--- config.mk ---
export PLATFORM = sky130hd
export DESIGN_NAME = yuv422_capture
export DESIGN_NICKNAME = d
export VERILOG_FILES = /design/src/rtl/yuv422_pkg.sv /design/src/rtl/pixel_fifo.sv /design/src/rtl/yuv422_capture.sv
export SDC_FILE = /design/constraint.sdc
export NUM_CORES = 1
export LEC_CHECK = 0
export CAP_MARGIN = 5
export CORE_UTILIZATION = 47
export CTS_CLUSTER_SIZE = 10
export DETAILED_ROUTE_END_ITERATION = 16
export MAX_ROUTING_LAYER = met4
export PLACE_DENSITY = 0.75
export SLEW_MARGIN = 25
export SYNTH_ARGS = -nofsm -noshare
export SYNTH_HDL_FRONTEND = slang
export SYNTH_SLANG_ARGS = --single-unit
--- constraint.sdc ---
create_clock -name clock -period 18.4 [get_ports clock]
set_clock_uncertainty 0.15 [all_clocks]
set_input_delay 3.68 -clock clock [delete_from_list [all_inputs] [get_ports clock]]
set_output_delay 3.68 -clock clock [all_outputs]
set_load 0.01 [all_outputs]
--- src/rtl/yuv422_pkg.sv ---
// Shared types for the YUV422 capture stage: FSM encoding, pixel record and error bit positions.
package yuv422_pkg;

  localparam int unsigned PIX_COORD_W = 12;

  localparam int unsigned ERR_OVF  = 0;
  localparam int unsigned ERR_LINE = 1;

  typedef enum logic [2:0] {
    S_IDLE,
    S_WAIT_LINE,
    S_B0,
    S_B1,
    S_B2,
    S_B3
  } state_t;

  typedef struct packed {
    logic [7:0]             y;
    logic [7:0]             u;
    logic [7:0]             v;
    logic [PIX_COORD_W-1:0] row;
    logic [PIX_COORD_W-1:0] col;
  } pixel_t;

endpackage

--- src/rtl/pixel_fifo.sv ---
// First-word-fall-through FIFO; a push while full is accepted only if a pop frees a slot that cycle.
module pixel_fifo #(
  parameter int unsigned DEPTH = 4,
  parameter int unsigned WIDTH = 48
) (
  input  logic             clock,
  input  logic             resetn,
  input  logic             push,
  input  logic [WIDTH-1:0] wdata,
  input  logic             pop,
  output logic [WIDTH-1:0] rdata,
  output logic             full,
  output logic             empty
);

  localparam int unsigned AW = $clog2(DEPTH);

  logic [WIDTH-1:0] mem [DEPTH];
  logic [AW:0]      wptr;
  logic [AW:0]      rptr;
  logic             do_push;
  logic             do_pop;

  assign empty   = (wptr == rptr);
  assign full    = (wptr[AW] != rptr[AW]) && (wptr[AW-1:0] == rptr[AW-1:0]);
  assign rdata   = mem[rptr[AW-1:0]];
  assign do_pop  = pop && !empty;
  assign do_push = push && (!full || do_pop);

  always_ff @(posedge clock) begin
    if (!resetn) begin
      wptr <= '0;
      rptr <= '0;
      for (int i = 0; i < int'(DEPTH); i++) mem[i] <= '0;
    end else begin
      if (do_push) begin
        mem[wptr[AW-1:0]] <= wdata;
        wptr              <= wptr + (AW+1)'(1);
      end
      if (do_pop) rptr <= rptr + (AW+1)'(1);
    end
  end

endmodule

--- src/rtl/yuv422_capture.sv ---
// Regroups the sensor's byte-serial YUV422 stream into one pixel (Y plus shared U/V, row/col)
// per transfer, buffered through a small FIFO with a valid/ready output.
module yuv422_capture
  import yuv422_pkg::*;
#(
  parameter int unsigned IMG_WIDTH  = 3264,
  parameter int unsigned IMG_HEIGHT = 2448,
  parameter int unsigned COORD_W    = PIX_COORD_W,
  parameter int unsigned FIFO_DEPTH = 4,
  parameter bit          UYVY       = 1'b0
) (
  input  logic               clock,
  input  logic               resetn,
  input  logic               vsync,
  input  logic               href,
  input  logic               pix_strobe,
  input  logic [7:0]         pix_data,
  input  logic               out_ready,
  output logic               out_valid,
  output logic [7:0]         Y,
  output logic [7:0]         U,
  output logic [7:0]         V,
  output logic [COORD_W-1:0] row,
  output logic [COORD_W-1:0] col,
  output logic               frame_done,
  output logic [1:0]         err
);

  localparam logic [COORD_W-1:0] W_C  = COORD_W'(IMG_WIDTH);
  localparam logic [COORD_W-1:0] H_C  = COORD_W'(IMG_HEIGHT);
  localparam logic [COORD_W-1:0] WL_C = COORD_W'(IMG_WIDTH - 1);
  localparam logic [COORD_W-1:0] HL_C = COORD_W'(IMG_HEIGHT - 1);

  state_t             state, state_nx;
  logic               vsync_d, href_d;
  logic               vsync_rise, href_fall, byte_in;
  logic               grp_done, grp_ok, line_end;
  logic [7:0]         b0, b1, b2;
  logic [7:0]         y0_b, y1_b, u_b, v_b;
  logic [COORD_W-1:0] row_cnt, col_cnt;
  pixel_t             even_pix, odd_pix, pend, head, wdata;
  logic               pend_valid, push, pop, fifo_full, fifo_empty;

  assign vsync_rise = vsync && !vsync_d;
  assign href_fall  = href_d && !href;
  assign byte_in    = href && pix_strobe;

  always_ff @(posedge clock) begin
    if (!resetn) state <= S_IDLE;
    else         state <= state_nx;
  end

  // Next state; a vsync rise restarts the frame from any state, dropping a partial group.
  always_comb begin
    state_nx = state;
    grp_done = 1'b0;
    line_end = 1'b0;
    if (vsync_rise) begin
      state_nx = S_WAIT_LINE;
    end else if (state != S_IDLE && href_fall) begin
      state_nx = S_WAIT_LINE;
      line_end = 1'b1;
    end else if (byte_in) begin
      case (state)
        S_WAIT_LINE, S_B0: state_nx = S_B1;
        S_B1:              state_nx = S_B2;
        S_B2:              state_nx = S_B3;
        S_B3: begin
          state_nx = S_B0;
          grp_done = 1'b1;
        end
        default:           state_nx = state;
      endcase
    end
  end

  // The 4th byte is taken live from pix_data so the even pixel is pushed on its strobe cycle.
  always_comb begin
    if (UYVY) begin
      u_b  = b0;
      y0_b = b1;
      v_b  = b2;
      y1_b = pix_data;
    end else begin
      y0_b = b0;
      u_b  = b1;
      y1_b = b2;
      v_b  = pix_data;
    end
  end

  assign grp_ok   = grp_done && (col_cnt < W_C) && (row_cnt < H_C);
  assign even_pix = '{y: y0_b, u: u_b, v: v_b,
                      row: PIX_COORD_W'(row_cnt), col: PIX_COORD_W'(col_cnt)};
  assign odd_pix  = '{y: y1_b, u: u_b, v: v_b,
                      row: PIX_COORD_W'(row_cnt), col: PIX_COORD_W'(col_cnt + COORD_W'(1))};

  assign push  = grp_ok || pend_valid;
  assign wdata = pend_valid ? pend : even_pix;
  assign pop   = out_valid && out_ready;

  always_ff @(posedge clock) begin
    if (!resetn) begin
      vsync_d    <= 1'b0;
      href_d     <= 1'b0;
      b0         <= '0;
      b1         <= '0;
      b2         <= '0;
      pend       <= '0;
      pend_valid <= 1'b0;
      row_cnt    <= '0;
      col_cnt    <= '0;
      err        <= '0;
      frame_done <= 1'b0;
    end else begin
      vsync_d    <= vsync;
      href_d     <= href;
      pend_valid <= grp_ok;
      if (grp_ok) pend <= odd_pix;

      if (byte_in) begin
        case (state)
          S_WAIT_LINE, S_B0: b0 <= pix_data;
          S_B1:              b1 <= pix_data;
          S_B2:              b2 <= pix_data;
          default:           ;
        endcase
      end

      // Coordinates: row saturates at IMG_HEIGHT so trailing lines are recognisable and dropped.
      if (vsync_rise) begin
        row_cnt <= '0;
        col_cnt <= '0;
      end else if (line_end) begin
        col_cnt <= '0;
        if (row_cnt < H_C) row_cnt <= row_cnt + COORD_W'(1);
      end else if (grp_ok) begin
        col_cnt <= col_cnt + COORD_W'(2);
      end

      if (push && fifo_full && !pop) err[ERR_OVF] <= 1'b1;
      if ((grp_done && !grp_ok) ||
          (line_end && ((col_cnt != W_C) || (state inside {S_B1, S_B2, S_B3}))))
        err[ERR_LINE] <= 1'b1;

      frame_done <= pop && (row == HL_C) && (col == WL_C);
    end
  end

  pixel_fifo #(
    .DEPTH (FIFO_DEPTH),
    .WIDTH ($bits(pixel_t))
  ) u_fifo (
    .clock  (clock),
    .resetn (resetn),
    .push   (push),
    .wdata  (wdata),
    .pop    (pop),
    .rdata  (head),
    .full   (fifo_full),
    .empty  (fifo_empty)
  );

  assign out_valid = !fifo_empty;
  assign Y         = head.y;
  assign U         = head.u;
  assign V         = head.v;
  assign row       = COORD_W'(head.row);
  assign col       = COORD_W'(head.col);

endmodule
Word level (Yosys, flattened, before mapping)

Memory sizes are Yosys's and may differ from the RTL's. A register that Yosys moved wholly into a read port is not among the register bits.
Index checks and enable logic that the tools add are counted.

Output and inout bits: 52
Memories kept: 1
RAM bits: 192
Logic and storage cells: 102
Register bits after elaboration: 111

Bitwise gates (word level): 1
Multiplexer cells: 20
$add $sub $neg: 5
Equality and inequality tests: 11
Magnitude comparators: 2
Reductions and logical operators: 42

Memory list:

| memory     | words | width | read ports | clocked after Yosys merged registers in | wr ports | line             | source |
|---|---|---|---|---|---|---|---|
| u_fifo.mem | 4     | 48    | 1          | 1                                       | 4        | pixel_fifo.sv:18 | `logic [WIDTH-1:0] mem [DEPTH];` |

Operators by type and width:

| kind                    | count |
|---|---|
| $mux W48                | 2 |
| $reduce_or A48 Y1       | 1 |
| $add A12 B1 Y12 const B | 2 |
| $eq A12 B12 Y1 const B  | 2 |
| $lt A12 B12 Y1 const B  | 2 |
| $logic_and A1 B1 Y1     | 16 |
| $mux W1                 | 14 |
| $add A12 B2 Y12 const B | 1 |
| $ne A12 B12 Y1 const B  | 1 |
| $pmux W3 S4             | 1 |
| $reduce_and A2 Y1       | 6 |
| $reduce_bool A3 Y1      | 3 |
| $add A3 B1 Y3 const B   | 2 |
| $eq A3 B2 Y1 const B    | 2 |
| $eq A3 B3 Y1 const B    | 2 |
| $logic_not A1 Y1        | 6 |
| $mux W2                 | 3 |
| $reduce_bool A6 Y1      | 1 |
| $reduce_or A3 Y1        | 2 |
| $logic_or A1 B1 Y1      | 4 |
| $reduce_bool A4 Y1      | 1 |
| $reduce_or A2 Y1        | 2 |
| $eq A3 B1 Y1 const B    | 1 |
| $eq A3 B3 Y1            | 1 |
| other kinds (3)         | 3 |

Longest topological paths before layout

Gate-level depths: netlist of the first run.

Depth after elaboration: 14
Depth in mapped cells: 8
Gate-level depth less buffers: 5

By module

A second synthesis of the first run with hierarchy kept.

Cells, all modules: 1,117
Area total of the unflattened synthesis: 14,094.8 µm²

By module, submodules not included:

| module         | area an instance (µm²) | cells each | times used |
|---|---|---|---|
| pixel_fifo     | 9,261.4                | 588        | 1 |
| yuv422_capture | 4,833.4                | 529        | 1 |

Worst setup path before layout of the first run

No wires, ideal clock.

Kind: input port to flip-flop
From: input vsync
To: memory u_fifo.mem[0][0], enable pin
Arrival: 8.087 ns
Cell stages on the path: 7
Setup slack: 9.643 ns
Cell sequence: nand2b_1 -> clkbuf_1 -> o2111a_1 -> clkbuf_1 -> a21oi_2 -> buf_2 -> o21ai_0

RTL lines:

| what        | line                 | source |
|---|---|---|
| from (decl) | yuv422_capture.sv:14 | `input logic vsync,` |
| to (decl)   | pixel_fifo.sv:18     |  |

==> results.md, run 1 <==
- WL met2: about 15000 um
- Max-slew violations: 0
- Largest stage delay, worst path: just under 0.8 ns
- Share of the yosys chip area belonging to registers: 0.5969
- TritonRoute pass-1 iters: 5
- Area post-placement: 0.01434 mm^2
- Async S/R FF share, synth: 0
- Metal3 WL: between 2000 and 2500 um
- Number of synthesized register bits: 304
- Cell Rows: 61
- Crit Path Category: input port to register
- Via density: between 6 and 7
- Setup tns final: 0 ns
- Die height: 170.9 um
- Worst VDD drop: about 0.050 mV
- CP Cell Sequence: clkdlybuf4s50_1, and3_1, o2111a_2, a21oi_4, buf_6, buf_4, nor3_1
- Leakage: 0.004615 uW
- CP endpoint kind: register
- RSZ-0062 raised after global routing: false
- Initial drt markers: around 1200
- WL per Instance: approximately 21 um
- PD cells: between 90 and 100 mW/mm^2
- Most frequent cells in the layout: nor3_1, edfxtp_1, dfxtp_1
- Largest family of logic cells by synthesized area: simple AND/OR/NAND/NOR gates
- WHS: 0.3126 ns
- Nets@finish: approximately 1100
- Post-synth top area share: 0.4298
- Vias: between 9000 and 10000
- Placed cells: approximately 1500
- Total GRT Usage: 0.2252
- N_diodes: 0
- Yosys cell types: 54
- Clk pin slew, worst setup/hold paths: around 0.050 ns
- Fillers: around 2300
- Top sig layer: met4
- FMAX: between 150 and 200 MHz
- Setup bufs post-CTS: 0
- Largest net degree at the start of global routing: roughly 110
- CP max FO: 111
- First-pass GRT wire length: ~49000 um
- Clock insertion delay at the later pin of the skew report: 0.52 ns
- ANT nets after route: 0
- CTS Buf Count: 36
- Max H-tree Level: 2
- Area leader, netlist: edfxtp_1
- Worst Hold Class: register to register
- # hold bufs at CTS: 0
- Area Overhead vs Synth: 14.96%
- Mux cell area share after synthesis: 0.1427
- Worst path bufs/invs: 3
- CTS tree: done
- Post-Syn Area: ~0.013 mm^2
- Initial antenna violation count: 0
- Status: complete, no violations
- Synthesized Nets: around 1100
- Minimum clock period: between 6 and 7 ns
- Arr. time, crit path: 6.50 ns
- Routed WL: 31040 um
- DRC violations left: 0
- Post-synth EDFFs: roughly 190
- Clk sinks: roughly 300
- Vias in the first global route: between 8000 and 9000
- XOR/XNOR Fraction of Synth Area: 0.005223
- Core area: 0.02793 mm^2
- Worst path slowest cell: buf_4
- Synth Flop Type: edfxtp_1
- Post-cts repair resize count: 0
- Top delay family on crit path: buffers and inverters
- Post-synthesis compound-gate area fraction: 0.06435
- Share of layout cells above drive strength 1: 0.1156
- Post-synthesis simple-gate area fraction: 0.1519
- Fin. Hold Viols: 0
- Initial Util: 0.4802
- Grt ovf: 0
- Port Buf Inserts: 65
- Fin cells: 1511
- Die area: slightly below 0.03 mm^2
- Startpoint Class: input port
- Die W: ~170 um
- Syn Area/Cell: around 12 um^2
- Slew headroom: 0.3584
- Commonest non-fill, non-tap cell in the layout: nor3_1
- Post-route cell area: approximately 0.015 mm^2
- Yosys warning total: 0
- RD Place Congestion: 0.8169
- Top Ports: 66
- Data required time of the critical path: 18.46 ns
- Final setup viols: 0
- Clk buf depth: 3
- Synth area leaders: edfxtp_1, dfxtp_1, mux4_2
- DP HPWL: around 18000 um
- Measured slew at the worst slew-check pin: 0.9571 ns
- Syn Inst Count: ~1100
- Clock root cell: clkbuf_16
- Tcrit/Tclk final: 0.3496
- Synthesized-area fraction occupied by adder cells: 0.004663
- Max-Cap Viols: 0
- Wire length on met1: approximately 13000 um
registers in the layout, summed over array words and instances, names as in the netlist, named ones only:
register     flops
u_fifo.wptr      3
err              2
pend_valid       1
vsync_d          1
u_fifo.mem     192
state            3
row_cnt         12
frame_done       1
b2               8
href_d           1
col_cnt         11
u_fifo.rptr      3
pend            48
b0               8
b1               8
path summary, 6_finish.rpt:
| check | from | to | slack (ns) | depth (start not counted) |
|---|---|---|---|---|
| setup / recovery | href | u_fifo.mem[2][42] | 11.97 | 7 |
| hold / removal | b2[4] | pend[44] | 0.31 | 2 |
| setup reg to reg | u_fifo.wptr[1] | u_fifo.mem[2][11] | 15.00 | 6 |
| hold reg to reg | b2[4] | pend[44] | 0.31 | 2 |
through the flow:
stage	total power (uW)	util	setup WS, ns
floorplan	789.6	-	9.643
global placement	813.5	0.5133	11.33
detailed placement	815.3	0.5133	11.25
CTS	1463	0.5510	11.74
global route	1490	0.5521	11.80
finish	1453	0.5521	11.97
logic make-up after synthesis:
logic type / after synthesis
and+or+nand+nor: 393
xor gates and xnor gates: 8
AOI/OAI and AO/OA: 145
adders and majority gates: 5
buffers and inverters: 112
DFF: 304
muxes: 131
synthesized netlist by cell type, drive strengths merged (3+ instances only):
master	count
a211oi	3
a21oi	61
and2	4
buf	26
clkbuf	79
dfxtp	112
edfxtp	192
ha	5
inv	6
mux2i	81
mux4	48
nand2	29
nand2b	9
nand3	61
nand4	7
nand4b	3
nor2	37
nor2b	4
nor3	197
nor4	7
nor4b	4
o21ai	53
o221a	3
o311ai	3
o31ai	12
or3	7
or3b	3
or4	14
xnor2	3
xor2	5
power by group:
part           switching (uW)  internal (uW)  total [uW]
Clock                     262            390         652
Sequential               5.64            741         747
Combinational            34.0           20.3        54.2
tightest hold or removal path, cell delays in order, from the launching register on:
cell	delay, ns
dfxtp_1	0.31
nand3_1	0.06
a21oi_1	0.05
cell type report:
class                   count  area [um^2]  share of cell area
repair buffers             85        824.5             0.05346
flip-flops and latches    304         8014              0.5196
clock inverters             2        46.29            0.003002
inverters                   7        26.28            0.001704
multi-input cells         682         5031              0.3262
clock buffers              53         1007             0.06531
well taps                 378        473.0             0.03067
routing by layer:
| metal | up-vias | track usage |
|---|---|---|
| li1 | 4239 | - |
| met3 | 52 | 0.03215 |
| met1 | 4544 | 0.3135 |
| met4 | 0 | 0.07298 |
| met2 | 372 | 0.3411 |
| met5 | - | - |
No activity file was read; power rests on OpenSTA's default activity.
==> run 2: changes to the inputs <==
==> constraint.sdc (replaced) <==
create_clock -name clock -period 6.44 [get_ports clock]
set_clock_uncertainty 0.15 [all_clocks]
set_input_delay 1.288 -clock clock [delete_from_list [all_inputs] [get_ports clock]]
set_output_delay 1.288 -clock clock [all_outputs]
set_load 0.01 [all_outputs]
==> run 2 against run 1 <==
Against the previous run:
- die area did not move
- non-clock buffer count increased by 1
- core utilization about the same
- global-route usage is 0.40 points higher
- critical path depth unchanged
==> results.md, run 2 (synthesized netlist as in run 1, its figures left out) <==
- Status: complete, no violations (unchanged)
- Arr. time, crit path: 4.07 ns (was 6.50 ns)
- Fillers: 2336 (was 2328)
- Total GRT Usage: 0.2292 (was 0.2252)
- ANT nets after route: 0 (unchanged)
- Largest register by flop count: u_fifo.mem (unchanged)
- Switching power: 845.4 uW (was 301.9 uW)
- CTS Buf Count: 36 (unchanged)
- Crit Path Category: input port to register (unchanged)
- Top Ports: 66 (unchanged)
- Routed WL: 31430 um (was 31040 um)
- Vias in the first global route: 8869 (was 8863)
- Metal3 WL: 2276 um (was 2221 um)
- Wire length on met1: 13690 um (was 13260 um)
- Final core occ: 0.5520 (was 0.5521)
- Slew headroom: 0.3407 (was 0.3584)
- Reg-to-reg critical path endpoint: u_fifo.mem[0][47] (was u_fifo.mem[2][11])
- Clock insertion delay at the later pin of the skew report: 0.50 ns (was 0.52 ns)
- WL per Instance: 20.71 um (was 20.54 um)
- Nets@finish: 1136 (was 1135)
- Flop pwr share: 0.517 (was 0.514)
- FF/Latch Area: 0.008014 mm^2 (unchanged)
- R2r setup slk: 3.03 ns (was 15.00 ns)
- Worst VDD drop: 0.1628 mV (was 0.05014 mV)
- Logic pwr share: 0.037 (about the same)
- RD Place Congestion: 0.7670 (was 0.8169)
- WL met2: 14970 um (was 14870 um)
- TritonRoute pass-1 iters: 4 (was 5)
- Share of layout cells above drive strength 1: 0.1149 (was 0.1156)
- Top sig layer: met4 (unchanged)
- Die height: 170.9 um (unchanged)
- Total Power: 4124 uW (was 1453 uW)
- Endpoint, Worst Hold: pend[47] (was pend[44])
- Via density: 6.013 (was 6.093)
- Vias: 9127 (was 9207)
- Area of the multi-input gates: 0.005034 mm^2 (was 0.005031 mm^2)
- N_diodes: 0 (unchanged)
- Leakage: 0.004608 uW (was 0.004615 uW)
- Minimum clock period: 4.068 ns
- Setup tns final: 0 ns (unchanged)
- Initial antenna violation count: 0 (unchanged)
- # hold bufs at CTS: 0 (unchanged)
- Fin. Hold Viols: 0 (unchanged)
- Top flop regs: u_fifo.mem (192), pend (48), row_cnt (12) (unchanged)
- CP endpoint kind: register (unchanged)
- RSZ-0062 raised after global routing: false (unchanged)
- Hold Crit Start: b2[7] (was b2[4])
- Initial Util: 0.4802 (unchanged)
- Fin cells: 1518 (was 1511)
- Cell Rows: 61 (unchanged)
- Clk sinks: 304 (unchanged)
- Most frequent cells in the layout: nor3_1, edfxtp_1, dfxtp_1 (unchanged)
- Worst R2R Path Depth: 6 (unchanged)
- Startpoint Class: input port (unchanged)
- Setup bufs post-CTS: 0 (unchanged)
- Internal power: 3278 uW (was 1151 uW)
- Hold Path Cell Cnt: 2 (unchanged)
- Data required time of the critical path: 6.44 ns (was 18.46 ns)
- Initial drt markers: 928 (was 1190)
- Placed cells: 1456 (was 1455)
- Die W: 170.9 um (unchanged)
- Measured slew at the worst slew-check pin: 0.9836 ns (was 0.9571 ns)
- Clk pin slew, worst setup/hold paths: 0.05 ns (about the same)
- Sw frac: 0.2050 (was 0.2078)
- Port Buf Inserts: 65 (unchanged)
- Largest net degree at the start of global routing: 111 (was 112)
- FMAX: approximately 250 MHz
- Commonest non-fill, non-tap cell in the layout: nor3_1 (unchanged)
- First-pass GRT wire length: 50030 um (was 49150 um)
- Max-Cap Viols: 0 (unchanged)
- Max FFs per register: 192 (unchanged)
- Clock power share: 0.445 (was 0.449)
- DP HPWL: 18090 um (was 17550 um)
- CP max FO: 47 (was 111)
- Max H-tree Level: 2 (unchanged)
- Max-slew violations: 0 (unchanged)
- PD cells: 267.4 mW/mm^2 (was 94.22 mW/mm^2)
- Tcrit/Tclk final: 0.6317
- Core area: 0.02793 mm^2 (unchanged)
- Area Overhead vs Synth: 14.95% (was 14.96%)
- Grt ovf: 0 (unchanged)
- Post-cts repair resize count: 0 (unchanged)
- Clk buf depth: 3 (unchanged)
- Die area: 0.02922 mm^2 (unchanged)
- Launching point of the worst reg2reg path: u_fifo.wptr[1] (unchanged)
- Clock root cell: clkbuf_16 (unchanged)
- Worst Hold Class: register to register (unchanged)
- CTS tree: done (unchanged)
- Final setup viols: 0 (unchanged)
- DRC violations left: 0 (unchanged)
[run 2: changes by cell type in the layout (fill, tap and decap cells not counted)]
cell / change
nor2_1: -1
buf_4: +1
clkinv_8: -1
nor2_2: +1
clkbuf_16: -1
clkbuf_1: +8
[run 2: per-layer routing]
metal	up-vias	global-route usage
met5	-	-
met4	0	0.05202
met3	40	0.04788
met2	314	0.3560
met1	4517	0.3102
li1	4256	-
[run 2: worst max-delay path by stage]
| stage | to | slack (ns) | cells past startpoint | start |
|---|---|---|---|---|
| global placement | u_fifo.mem[0][5] | 1.90 | 7 | resetn |
| global route | u_fifo.mem[3][34] | 2.18 | 7 | href |
| floorplan | u_fifo.mem[0][0] | 0.07 | 7 | vsync |
| detailed placement | u_fifo.mem[3][25] | 1.86 | 7 | href |
| finish | u_fifo.mem[3][25] | 2.37 | 7 | href |
| CTS | row[6] | 2.19 | 2 | register |
[run 2: power groups by stage]
| stage | Combinational, uW | Sequential [uW] | Clock (uW) |
|---|---|---|---|
| 2_1_floorplan | 83.0 | 2170 | 0 |
| 5_1_grt | 164 | 2140 | 1940 |
| 6_report | 154 | 2130 | 1840 |
| 3_3_place_gp | 153 | 2170 | 0 |
| 4_1_cts | 155 | 2130 | 1860 |
| 3_5_place_dp | 155 | 2170 | 0 |
[run 2: area by class of cell]
class	instances	share of cell area
multi-input combinational	682	0.3264
clock inverter	1	0.001947
timing repair buffer	86	0.05396
sequential	304	0.5197
inverter	7	0.001704
tap	378	0.03067
clock buffer	60	0.06564
[run 2: worst max-delay path, cell delays in order]
cell and delay, ns:
clkdlybuf4s50_1 0.55, and3_1 0.32, o2111a_2 0.30, a21oi_4 0.07
buf_4 0.32, o21ai_4 0.66, buf_4 0.51
[run 2: per-stage QoR]
stage / area (um^2) / setup slack (ns) / hold slack [ns]
2_1_floorplan: 13420 / 0.07468 / 0.2904
3_3_place_gp: 14350 / 1.904 / 0.2971
3_5_place_dp: 14350 / 1.862 / 0.3043
4_1_cts: 15390 / 2.193 / 0.3143
5_1_grt: 15420 / 2.181 / 0.3289
6_report: 15420 / 2.372 / 0.3112
==> run 3: changes to the inputs <==
==> constraint.sdc (replaced) <==
create_clock -name clock -period 4 [get_ports clock]
set_clock_uncertainty 0.15 [all_clocks]
set_input_delay 0.8 -clock clock [delete_from_list [all_inputs] [get_ports clock]]
set_output_delay 0.8 -clock clock [all_outputs]
set_load 0.01 [all_outputs]
==> run 3 against run 2 <==
Against the previous run:
- clock power increased by 59%
- sequential share of layout area decreased by 0.32 points
- clock-buffer cell count down 1
- largest cell class unchanged
- highest routed layer unchanged
==> results.md, run 3 (synthesized netlist as in run 1, its figures left out) <==
- Data required time of the critical path: 3.05 ns (was 6.44 ns)
- Setup bufs post-CTS: 0 (unchanged)
- Worst path slowest cell: dfxtp_4 (was o21ai_4)
- DP HPWL: 18700 um (was 18090 um)
- Post-cts repair resize count: 0 (unchanged)
- Via density: 6.052 (was 6.013)
- First-pass GRT wire length: 49810 um (was 50030 um)
- Startpoint Class: register (was input port)
- Commonest non-fill, non-tap cell in the layout: nor3_1 (unchanged)
- Clock root cell: clkbuf_16 (unchanged)
- Port Buf Inserts: 65 (unchanged)
- TritonRoute pass-1 iters: 5 (was 4)
- Met1 usage: 0.2972 (was 0.3102)
- GR Util met2: 0.3704 (was 0.3560)
- RSZ-0062 raised after global routing: false (unchanged)
- Top delay family on crit path: buffers and inverters (unchanged)
- Grt ovf: 0 (unchanged)
- WHS: 0.3130 ns (was 0.3112 ns)
- Max H-tree Level: 2 (unchanged)
- Measured slew at the worst slew-check pin: 0.9516 ns (was 0.9836 ns)
- Hold Path Cell Cnt: 2 (unchanged)
- RD Place Congestion: 0.8147 (was 0.7670)
- Largest stage delay, worst path: 0.67 ns (was 0.66 ns)
- Vias: 9241 (was 9127)
- Area Overhead vs Synth: 15.66% (was 14.95%)
- Max-Cap Viols: 0 (unchanged)
- Nets@finish: 1143 (was 1136)
- Final worst setup slack: 0.5011 ns (was 2.372 ns)
- Die area: 0.02922 mm^2 (unchanged)
- DRC violations left: 0 (unchanged)
- Clk sinks: 304 (unchanged)
- Worst VDD drop: 0.2740 mV (was 0.1628 mV)
- CTS tree: done (unchanged)
- Fin. Hold Viols: 0 (unchanged)
- Final setup viols: 0 (unchanged)
- Slew headroom: 0.3622 (was 0.3407)
- Total GRT Usage: 0.2273 (was 0.2292)
- Clk pin slew, worst setup/hold paths: 0.05 ns (about the same)
- Arr. time, crit path: 2.55 ns (was 4.07 ns)
- Tcrit/Tclk final: 0.8747
- Clock insertion delay at the later pin of the skew report: 0.51 ns (was 0.50 ns)
- CP endpoint kind: primary output (was register)
- Max FFs per register: 192 (unchanged)
- Met3 global-route usage: 0.03100 (was 0.04788)
- FMAX: around 290 MHz
- Routed WL: 31600 um (was 31430 um)
- Minimum clock period: about 3.5 ns
- CTS Buf Count: 36 (unchanged)
- ANT nets after route: 0 (unchanged)
- Largest net degree at the start of global routing: 129 (was 111)
- CP max FO: 22 (was 47)
- Gr busiest metal: met2 (unchanged)
- Die height: 170.9 um (unchanged)
- Max-slew violations: 0 (unchanged)
- Post-route cell area: 0.01552 mm^2 (was 0.01542 mm^2)
- Core area: 0.02793 mm^2 (unchanged)
- Initial drt markers: 956 (was 928)
- Crit Path Category: register to primary output (was input port to register)
- N_diodes: 0 (unchanged)
- Top flop regs: u_fifo.mem (192), pend (48), row_cnt (12) (unchanged)
- Worst slack at placement: 0.5919 ns (was 1.862 ns)
- Share of layout cells above drive strength 1: 0.1218 (was 0.1149)
- Status: complete, no violations (unchanged)
- # hold bufs at CTS: 0 (unchanged)
- Leakage: 0.004666 uW (was 0.004608 uW)
- Cell Rows: 61 (unchanged)
- Most frequent cells in the layout: nor3_1, edfxtp_1, dfxtp_1 (unchanged)
- Instance count on the critical path: 3 (was 7)
- WL per Instance: 20.70 um (was 20.71 um)
- Initial Util: 0.4802 (unchanged)
- Top Ports: 66 (unchanged)
- Clk buf depth: 3 (unchanged)
- Worst R2R Path Depth: 5 (was 6)
- Area post-placement: 0.01448 mm^2 (was 0.01435 mm^2)
- Worst path bufs/invs: 2 (was 3)
- Worst Hold Class: register to register (unchanged)
- Initial antenna violation count: 0 (unchanged)
- CP Cell Sequence: buf_12, mux4_2, clkdlybuf4s50_1 (was clkdlybuf4s50_1, and3_1, o2111a_2, a21oi_4, buf_4, o21ai_4, buf_4)
- Vias in the first global route: 8991 (was 8869)
- Die W: 170.9 um (unchanged)
- PD cells: 426.3 mW/mm^2 (was 267.4 mW/mm^2)
- Largest register by flop count: u_fifo.mem (unchanged)
==> run 3: cell types whose count changed in the layout (fill, tap and decap cells not counted), moves of 2 or more <==
cell,before,now
buf_12,0,6
buf_4,19,22
clkinv_2,0,2
inv_6,0,2
==> run 3: path summary, 6_finish.rpt <==
check                   from                end  slack, ns
setup / recovery    register             col[9]       0.50
hold reg to reg       err[0]             err[0]       0.31
setup reg to reg  row_cnt[4]  u_fifo.mem[1][27]       1.06
hold / removal        err[0]             err[0]       0.31
==> run 3: layer usage <==
metal / routed length (um) / part of all wire
met5: 0 / 0
met4: 568 / 0.018
met3: 1974 / 0.062
met2: 15670 / 0.50
met1: 13390 / 0.42
==> run 3: through the flow <==
stage	cells	util	power, uW	TNS (ns)
after global placement	1464	0.5184	3748	0
after global routing	1527	0.5555	6791	0
after detailed placement	1464	0.5184	3757	0
after CTS	1527	0.5555	6631	0
final	1527	0.5555	6615	0
after floorplan	1098	-	3627	-111.77
==> run 3: cell type report <==
cell class / instances / area (um^2)
flip-flops and latches: 304 / 8014
clock inverters: 4 / 27.53
clock buffers: 59 / 1008
multi-input cells: 682 / 5031
well taps: 378 / 473.0
fillers: 2295 / 12420
inverters: 7 / 26.28
repair buffers: 93 / 935.9
==> run 3: worst register-to-register path: stages, from the launching register on <==
cell and delay (ns):
dfxtp_1 0.39, or4_4 0.59, o221ai_4 0.58, a21oi_4 0.26
buf_12 0.30, nor3_1 0.47
==> run 3: report_power, final <==
part | internal [uW] | leakage [uW] | switching [uW]
Combinational | 100 | 0.00134 | 159
Clock | 1720 | 0.000499 | 1200
Sequential | 3410 | 0.00282 | 26.2
Total | 5230 | 0.00467 | 1390
